$ cat src/rtl/alu_operand_sequencer.sv
// Sequences operand A/B loads, ALU wait, output capture and result handoff for one ALU operation.
// Latency: res_valid rises ALU_LATENCY+3 edges after acceptance; a result is held in RESULT until res_ready.
`ifndef ALU_OPERAND_SIZE
`define ALU_OPERAND_SIZE 8
`endif

module alu_operand_sequencer #(
    parameter int OPERAND_SIZE = `ALU_OPERAND_SIZE,
    parameter int ALU_LATENCY  = 1
) (
    input  logic                    clk,
    input  logic                    reset,
    input  logic                    req_valid,
    output logic                    req_ready,
    input  logic [OPERAND_SIZE-1:0] req_op_a,
    input  logic [OPERAND_SIZE-1:0] req_op_b,
    input  logic [3:0]              req_opcode,
    input  logic                    flush,
    output logic [OPERAND_SIZE-1:0] alu_bus,
    output logic [3:0]              alu_opcode,
    output logic                    en_a,
    output logic                    en_b,
    output logic                    en_out,
    input  logic [OPERAND_SIZE-1:0] alu_result,
    output logic                    res_valid,
    input  logic                    res_ready,
    output logic [OPERAND_SIZE-1:0] res_data
);

    typedef enum logic [2:0] {
        S_IDLE,
        S_LOAD_A,
        S_LOAD_B,
        S_EXEC,
        S_CAPTURE,
        S_RESULT
    } state_t;

    localparam logic [3:0] EXEC_INIT = (ALU_LATENCY == 0) ? 4'd0 : 4'(ALU_LATENCY - 1);

    state_t                  state_q, state_d;
    logic [3:0]              cnt_q, cnt_d;
    logic [OPERAND_SIZE-1:0] op_a_q, op_a_d;
    logic [OPERAND_SIZE-1:0] op_b_q, op_b_d;
    logic [3:0]              opcode_q, opcode_d;
    // Holds req_ready low until the first edge after reset release.
    logic                    rdy_q, rdy_d;
    logic                    accept;

    always_ff @(posedge clk or negedge reset) begin
        if (!reset) begin
            state_q  <= S_IDLE;
            cnt_q    <= 4'd0;
            op_a_q   <= '0;
            op_b_q   <= '0;
            opcode_q <= 4'd0;
            rdy_q    <= 1'b0;
        end else begin
            state_q  <= state_d;
            cnt_q    <= cnt_d;
            op_a_q   <= op_a_d;
            op_b_q   <= op_b_d;
            opcode_q <= opcode_d;
            rdy_q    <= rdy_d;
        end
    end

    assign req_ready = (state_q == S_IDLE) && rdy_q;
    assign accept    = req_valid && req_ready && !flush;

    always_comb begin
        state_d  = state_q;
        cnt_d    = cnt_q;
        op_a_d   = op_a_q;
        op_b_d   = op_b_q;
        opcode_d = opcode_q;
        rdy_d    = 1'b1;
        if (flush) begin
            state_d = S_IDLE;
        end else begin
            case (state_q)
                S_IDLE: begin
                    if (accept) begin
                        op_a_d   = req_op_a;
                        op_b_d   = req_op_b;
                        opcode_d = req_opcode;
                        state_d  = S_LOAD_A;
                    end
                end
                S_LOAD_A: state_d = S_LOAD_B;
                S_LOAD_B: begin
                    if (ALU_LATENCY == 0) begin
                        state_d = S_CAPTURE;
                    end else begin
                        state_d = S_EXEC;
                        cnt_d   = EXEC_INIT;
                    end
                end
                S_EXEC: begin
                    if (cnt_q == 4'd0) begin
                        state_d = S_CAPTURE;
                    end else begin
                        cnt_d = cnt_q - 4'd1;
                    end
                end
                S_CAPTURE: state_d = S_RESULT;
                S_RESULT: begin
                    if (res_ready) begin
                        state_d = S_IDLE;
                    end
                end
                default: state_d = S_IDLE;
            endcase
        end
    end

    always_comb begin
        alu_bus    = '0;
        alu_opcode = 4'd0;
        en_a       = 1'b0;
        en_b       = 1'b0;
        en_out     = 1'b0;
        res_valid  = 1'b0;
        res_data   = '0;
        case (state_q)
            S_LOAD_A: begin
                alu_bus    = op_a_q;
                alu_opcode = opcode_q;
                en_a       = 1'b1;
            end
            S_LOAD_B: begin
                alu_bus    = op_b_q;
                alu_opcode = opcode_q;
                en_b       = 1'b1;
            end
            S_EXEC: alu_opcode = opcode_q;
            S_CAPTURE: begin
                alu_opcode = opcode_q;
                en_out     = 1'b1;
            end
            S_RESULT: begin
                alu_opcode = opcode_q;
                res_valid  = 1'b1;
                res_data   = alu_result;
            end
            default: ;
        endcase
    end

endmodule

$ cat config.mk
export PLATFORM = sky130hd
export DESIGN_NAME = alu_operand_sequencer
export DESIGN_NICKNAME = d
export VERILOG_FILES = /design/src/rtl/alu_operand_sequencer.sv
export SDC_FILE = /design/constraint.sdc
export NUM_CORES = 1
export LEC_CHECK = 0
export ABC_CLOCK_PERIOD_IN_PS = 2900
export BUFFER_PORTS_ARGS = -buffer_cell sky130_fd_sc_hd__buf_2
export CAP_MARGIN = 20
export CELL_PAD_IN_SITES_DETAIL_PLACEMENT = 1
export CELL_PAD_IN_SITES_GLOBAL_PLACEMENT = 2
export CORE_AREA = 2 2 73 75
export CTS_CLUSTER_DIAMETER = 80
export DETAILED_ROUTE_END_ITERATION = 7
export DIE_AREA = 0 0 75 77
export PLACE_DENSITY = 0.86
export SLEW_MARGIN = 40
export SYNTH_ARGS = -nofsm -noshare
export SYNTH_HDL_FRONTEND = slang
export SYNTH_SLANG_ARGS = --single-unit
$ cat constraint.sdc
create_clock -name clk -period 2.9 [get_ports clk]
set_clock_uncertainty 0.15 [all_clocks]
set_input_delay 0.58 -clock clk [delete_from_list [all_inputs] [get_ports clk]]
set_output_delay 0.58 -clock clk [all_outputs]
set_load 0.01 [all_outputs]
=== Yosys cells after proc, flatten, opt, wreduce, memory -nomap -nowiden ===
Cells that the tools add are included.

* Bitwise logic cells: 1
* Eq/ne operators: 9
* Add/subtract/negate cells: 1
* Reductions and logical operators: 11
* Muxes and demuxes: 14

{| class="wikitable"
|+ Operator list
! kind !! count
|-
| $pmux 3 s6 || 1
|-
| $pmux 8 s2 || 1
|-
| $mux 3 || 4
|-
| $ne 3x3->1 const B || 3
|-
| $reduce_and 3->1 || 3
|-
| $mux 4 || 2
|-
| $mux 8 || 1
|-
| $pmux 4 s2 || 1
|-
| $eq 3x2->1 const B || 2
|-
| $eq 3x3->1 const B || 2
|-
| $reduce_or 5->1 || 1
|-
| $logic_not 4->1 || 1
|-
| $mux 1 || 4
|-
| $sub 4x1->4 const B || 1
|-
| $eq 3x1->1 const B || 1
|-
| $logic_and 1x1->1 || 3
|-
| $logic_not 3->1 || 1
|-
| $ne 2x2->1 const B || 1
|-
| $reduce_bool 2->1 || 1
|-
| $logic_not 1->1 || 1
|-
| $not 1->1 || 1
|}

* Output and inout port bits: 25
* Flip-flop bits (word level): 28

=== Depth between registers and ports, before layout ===
Gate-level depths: netlist of run 1.

* Depth after elaboration: 7
* Depth in mapped cells: 5
* Mapped depth without buffers: 5

=== Worst setup path before layout of run 1 ===
No wires, ideal clock.

* Path type: reg-to-output
* Start point: reg state_q[0]
* End point: out alu_bus[0]
* Slack: 976 ps
* Path buffers: 2
* Arrival time: 1194 ps
* Cell stages (with the launch flop): 6
* Cells stage by stage: dfrtp_1 > buf_2 > nor2b_1 > buf_2 > a22oi_1 > nor2_1

* Word-level cells in the longest chain between the ends: 2

{| class="wikitable"
|+ RTL lines
! element !! RTL line !! source
|-
| from (decl) || 41 || <nowiki>state_t state_q, state_d;</nowiki>
|-
| from (signal assigned) || 59 || <nowiki>state_q <= state_d;</nowiki>
|-
| $eq 3x2->1 / $eq 3x1->1 (equally long branches) || 125 || <nowiki>case (state_q)</nowiki>
|-
| $pmux 8 s2 * || 125 ||
|-
| to (decl) || 19 || <nowiki>output logic [OPERAND_SIZE-1:0] alu_bus,</nowiki>
|}

Mark *: on every way between the ends. The rest lies on a longest branch, timed or not.

=== Worst setup path after layout of run 1 ===
* Start point: reg state_q[1]
* End point: out alu_bus[2]

Same word-level chain as after synthesis.

==> summary.json, run 1 <==
{
  "drt": {
    "detail_route.drc_violations": 0,
    "vias": 1214,
    "dr.first_iter.drc_count": 32,
    "drt_pre_antenna_iters": 4,
    "post_drt_wl_per_cell_um": 13.6,
    "post_drt_via_cell_ratio": 4.65,
    "antenna_left": 0,
    "drt-total-wl_um": 3550
  },
  "logic_synthesis": {
    "yosys.cell_types.count": 35,
    "synth.avg_cell_area_um2": 10.8,
    "ys_ff_latch": 28,
    "syn_inst": 135,
    "yosysSeqAreaShare_pct": 48.0,
    "synth_edf_count": 0,
    "mappedNetlistArea_mm2": 0.00146,
    "synth_async_sr_flop_share_pct": 100,
    "syn_nets": 170,
    "yosysWarningCount": 0,
    "synth_top_flop_cell": "dfrtp_1"
  },
  "timing": {
    "grt_setup_unrepaired": "false",
    "max_freq_mhz": 382,
    "finalMaxSlewViolations": 0,
    "hold-worst-slack_ps": 166,
    "hold_violations": 0,
    "final_min_period_over_clock_period_pct": 90.3,
    "fin_ws_ps": 280,
    "rel_slew_slack_pct": 49.1,
    "total_setup_violations_reported_at_the_end_of_the_flow": 0,
    "setup_tns_ps": 0,
    "period_minus_slack_ps": 2620,
    "tightest_slew_ps": 762
  },
  "die": {
    "num_rows": 26,
    "floorplan_die_height_um": 77,
    "design.portCount": 58,
    "starting_density_of_the_core_pct": 29.3,
    "die_w_um": 75,
    "core_area_mm2": 0.00498,
    "die_area_mm2": 0.00578
  },
  "global_route": {
    "pin_count_of_the_biggest_net_entering_global_routing": 29,
    "wire_length_of_the_first_global_routing_pass_um": 5820,
    "antenna_violations_before_repair": 0,
    "globalRouteTotalUtil_pct": 12.8,
    "number_of_global_route_vias_before_repair": 1248,
    "final_global_route_overflow_total": 0
  },
  "setup_path": {
    "critical_path_required_ps": 2170,
    "end_kind": "primary output",
    "timing.setup.critical_path_class": "flip-flop to primary output",
    "max_fo_critical_path": 15,
    "timing.critical_path.from_type": "flip-flop",
    "crit_arrival_ps": 1890
  },
  "placement": {
    "dpl_worst_slack_ps": 561,
    "place_hpwl_um": 2650,
    "placed_cells_incl_taps": 257,
    "gpl.final_weighted_congestion": 0.723,
    "port-buffer-count": 57,
    "post_dp_cell_area_mm2": 0.00182
  },
  "clock_network": {
    "clkSlewWorstSetupHoldPaths_ps": 100,
    "postCtsSetupRepairBufs": 0,
    "tritoncts": "done",
    "clock-root-buffer": "clkbuf_8",
    "cts-buffers-inserted": 3,
    "clock_latency_ps": 280,
    "h-tree-depth": 1,
    "cts.sinks": 28,
    "cts_hold_repair.buffers": 0,
    "cts_buffer_depth": 2,
    "cts.repair.resized": 0
  },
  "finish": {
    "final_layout_size_suffix_gt1_share_pct": 37.2,
    "antenna_cells_inserted": 0,
    "synthToLayoutAreaGrowth_pct": 29.2,
    "fin_area_mm2": 0.00189,
    "multiInputGateArea_um2": 693,
    "final_core_occ_pct": 37.9,
    "filler_cell_count": 597,
    "sequential_cell_area_um2": 701,
    "finalNetCount": 227,
    "stdcell_count": 261
  },
  "flow_run": {
    "max_cap_violations": 0
  },
  "min_path": {
    "timing.hold.worst.class": "primary input to async pin"
  },
  "pwr": {
    "p_leak_nw": 0.945,
    "power_mw": 1.31,
    "vdd.ir_drop.worst_mv": 0.312,
    "pwr_density_cell_mw_per_mm2": 696
  },
  "run_status": {
    "status": "completed"
  }
}
## worst paths after layout
kind                             start     endpoint  slack [ps]  depth (start not counted)
setup / recovery            state_q[1]   alu_bus[2]         280                          4
hold / removal                   reset   state_q[1]         170                          1
setup reg to reg            state_q[0]    op_a_q[4]         900                          5
hold reg to reg            opcode_q[2]  opcode_q[2]         340                          1
max in group asynchronous        reset    op_b_q[7]        2020                          1
min in group clk           opcode_q[2]  opcode_q[2]         340                          1
## where the power goes
| group | internal, mW | switching (mW) | leakage (nW) |
|---|---|---|---|
| Sequential | 0.517 | 0.0848 | 0.339 |
| Combinational | 0.197 | 0.205 | 0.571 |
| Clock | 0.185 | 0.125 | 0.0357 |
| Total | 0.899 | 0.415 | 0.945 |
## critical path: stages (launching register included)
cell     delay, ps
dfrtp_1        620
nor2b_1        550
a22oi_1        180
nor2_1         130
buf_2          140
## sequential cells by signal, indices dropped and copies added (netlist names)
signal	flops
cnt_q	4
op_a_q	8
op_b_q	8
opcode_q	4
rdy_q	1
state_q	3
## placed cells by master (no fill, tap or decap), drive strengths merged, types with 2 or more instances in the layout
cell    count
nor3        2
nor2b       3
nand2       6
and3        8
clkbuf      3
inv         3
a22oi       8
nor3b       4
a21oi       4
o21ai       4
buf        62
ha          2
and2        6
mux2       20
dfrtp      28
nor2       12
## area by class of cell
| type | count | share of cell area (%) |
|---|---|---|
| sequential | 28 | 37.1 |
| tap | 70 | 4.64 |
| clock inverter | 1 | 1.59 |
| multi-input combinational | 94 | 36.7 |
| clock buffer | 3 | 2.19 |
| inverter | 3 | 0.597 |
| timing repair buffer | 62 | 17.1 |
## layer usage
metal	wire length [µm]	vias to the layer above	global-route usage [%]
met5	0	-	0
met4	23	0	3.75
met3	231	2	2.23
met2	1680	38	20.2
met1	1620	590	17.6
li1	-	584	-
## kinds of logic (layout without fill, tap and decap cells)
| logic type | after synthesis | in the layout | share of synthesized area (%) |
|---|---|---|---|
| adder cells (fa/ha/maj) | 2 | 2 | 1.71 |
| buffers and inverters | 13 | 69 | 4.54 |
| multiplexers | 21 | 21 | 16.1 |
| AO/OA/AOI/OAI | 21 | 21 | 9.94 |
| flip-flops | 28 | 28 | 48.0 |
| AND/OR/NAND/NOR | 49 | 49 | 19.5 |
| other | 1 | 1 | 0.257 |
## synthesized netlist by cell type (all sizes together) (2+ instances only)
library cell | instances | area, µm²
dfrtp | 28 | 701
mux2 | 20 | 225
nor2 | 12 | 45.0
a22oi | 8 | 60.1
and3 | 8 | 50.1
and2 | 6 | 37.5
nand2 | 6 | 22.5
buf | 5 | 36.3
clkbuf | 5 | 18.8
a21oi | 4 | 20.0
nor3b | 4 | 35.0
o21ai | 4 | 20.0
inv | 3 | 11.3
nor2b | 3 | 18.8
ha | 2 | 25.0
nor3 | 2 | 15.0
Power figures use the tool's default switching activity.
==> run 2: changes to the inputs <==
--- a/constraint.sdc
+++ b/constraint.sdc
@@ -4,2 +4,2 @@
 set_output_delay 0.58 -clock clk [all_outputs]
-set_load 0.01 [all_outputs]
+set_load 0.005 [all_outputs]
==> run 2 against run 1 <==
  * First-iteration DRC count is 34% lower
  * Sequential share of layout area stayed put
  * Cell area stayed put
  * Wire length is 1.6% lower
==> summary.json, run 2 (same netlist as run 1, synthesis figures left out) <==
{
  "global_route": {
    "antenna_violations_before_repair": 0,
    "wire_length_of_the_first_global_routing_pass_um": 5830,
    "globalRouteTotalUtil_pct": 12.7,
    "number_of_global_route_vias_before_repair": 1261,
    "pin_count_of_the_biggest_net_entering_global_routing": 29,
    "final_global_route_overflow_total": 0
  },
  "setup_path": {
    "timing.critical_path.from_type": "flip-flop",
    "timing.setup.critical_path_class": "flip-flop to primary output",
    "worst_r2r_path_depth": 5,
    "crit_arrival_ps": 1890,
    "timing.critical_path.slowest_cell_delay_ps": 610,
    "end_kind": "primary output",
    "critical_path_required_ps": 2170,
    "ordered_cell_list_for_the_critical_path": "nor2b_1, a22oi_1, nor2_1, buf_2",
    "max_fo_critical_path": 15,
    "critPathSlowestCell": "dfrtp_1"
  },
  "finish": {
    "fin_area_mm2": 0.00189,
    "final_layout_size_suffix_gt1_share_pct": 37.2,
    "filler_cell_count": 595,
    "synthToLayoutAreaGrowth_pct": 29.2,
    "final_cell_mix": "buf_2 (57), dfrtp_1 (28), mux2_1 (20)",
    "finalNetCount": 227,
    "largest_registers": "op_a_q (8), op_b_q (8)",
    "layout.cells.most_common": "buf_2",
    "antenna_cells_inserted": 0,
    "final_core_occ_pct": 37.9
  },
  "timing": {
    "hold_violations": 0,
    "final_min_period_over_clock_period_pct": 90.2,
    "max_freq_mhz": 382,
    "total_setup_violations_reported_at_the_end_of_the_flow": 0,
    "fin_ws_ps": 284,
    "grt_setup_unrepaired": "false",
    "finalMaxSlewViolations": 0,
    "tightest_slew_ps": 775,
    "rel_slew_slack_pct": 48.2,
    "setup_tns_ps": 0,
    "period_minus_slack_ps": 2620
  },
  "clock_network": {
    "clkSlewWorstSetupHoldPaths_ps": 100,
    "h-tree-depth": 1,
    "clock_latency_ps": 270,
    "postCtsSetupRepairBufs": 0,
    "cts.sinks": 28,
    "cts.repair.resized": 0,
    "clock-root-buffer": "clkbuf_8",
    "cts_buffer_depth": 2,
    "cts_hold_repair.buffers": 0,
    "tritoncts": "done",
    "cts-buffers-inserted": 3
  },
  "pwr": {
    "vdd.ir_drop.worst_mv": 0.309,
    "pwr_density_cell_mw_per_mm2": 684,
    "p_leak_nw": 0.945
  },
  "drt": {
    "post_drt_wl_per_cell_um": 13.4,
    "detail_route.drc_violations": 0,
    "drt-total-wl_um": 3500,
    "drt_pre_antenna_iters": 3,
    "post_drt_via_cell_ratio": 4.62,
    "antenna_left": 0,
    "dr.first_iter.drc_count": 21,
    "vias": 1207
  },
  "die": {
    "design.portCount": 58,
    "die_area_mm2": 0.00578,
    "floorplan_die_height_um": 77,
    "num_rows": 26,
    "core_area_mm2": 0.00498,
    "starting_density_of_the_core_pct": 29.3,
    "die_w_um": 75
  },
  "placement": {
    "dpl_worst_slack_ps": 570,
    "gpl.final_weighted_congestion": 0.722,
    "post_dp_cell_area_mm2": 0.00182,
    "port-buffer-count": 57,
    "place_hpwl_um": 2650
  },
  "flow_run": {
    "max_cap_violations": 0
  },
  "run_status": {
    "status": "completed"
  },
  "min_path": {
    "timing.hold.worst.class": "primary input to async pin"
  }
}
-- run 2: area by class of cell --
class / count / area, µm² / area share [%]
tap: 70 / 87.6 / 4.64
timing repair buffer: 62 / 323 / 17.1
inverter: 3 / 11.3 / 0.597
sequential: 28 / 701 / 37.1
clock buffer: 3 / 41.3 / 2.19
clock inverter: 1 / 30.0 / 1.59
multi-input combinational: 94 / 693 / 36.7
-- run 2: layer usage --
layer	share of wire (%)	routed length, µm	global-route usage (%)
met1	46	1620	17.5
met2	46	1610	20.0
met3	6.5	228	2.10
met4	1.2	41	4.29
met5	0	0	0
-- run 2: critical path: cells and delay by family, from the launching register on --
| kind | cells | cell delay [ps] |
|---|---|---|
| simple gates | 2 | 690 |
| flops | 1 | 610 |
| compound gates | 1 | 180 |
| buf+inv | 1 | 130 |
-- run 2: path summary, 6_finish.rpt --
check	end	start	slack (ps)
max	alu_bus[2]	state_q[1]	280
min	op_a_q[5]	reset	160
max reg2reg	state_q[0]	cnt_q[0]	890
min reg2reg	opcode_q[2]	opcode_q[2]	340
max in group asynchronous	op_a_q[0]	reset	2030
min in group clk	opcode_q[2]	opcode_q[2]	340
-- run 2: power breakdown --
part / total [mW] / switching (mW) / internal (mW)
Sequential: 0.603 / 0.0853 / 0.517
Combinational: 0.380 / 0.184 / 0.196
Clock: 0.309 / 0.124 / 0.185
-- run 2: metrics by stage --
stage	instances	total power [mW]	hold WS, ps
after global placement	257	0.988	309
final	261	1.29	162
after global routing	261	1.39	197
after floorplan	135	0.841	134
after CTS	261	1.31	185
after detailed placement	257	0.998	327
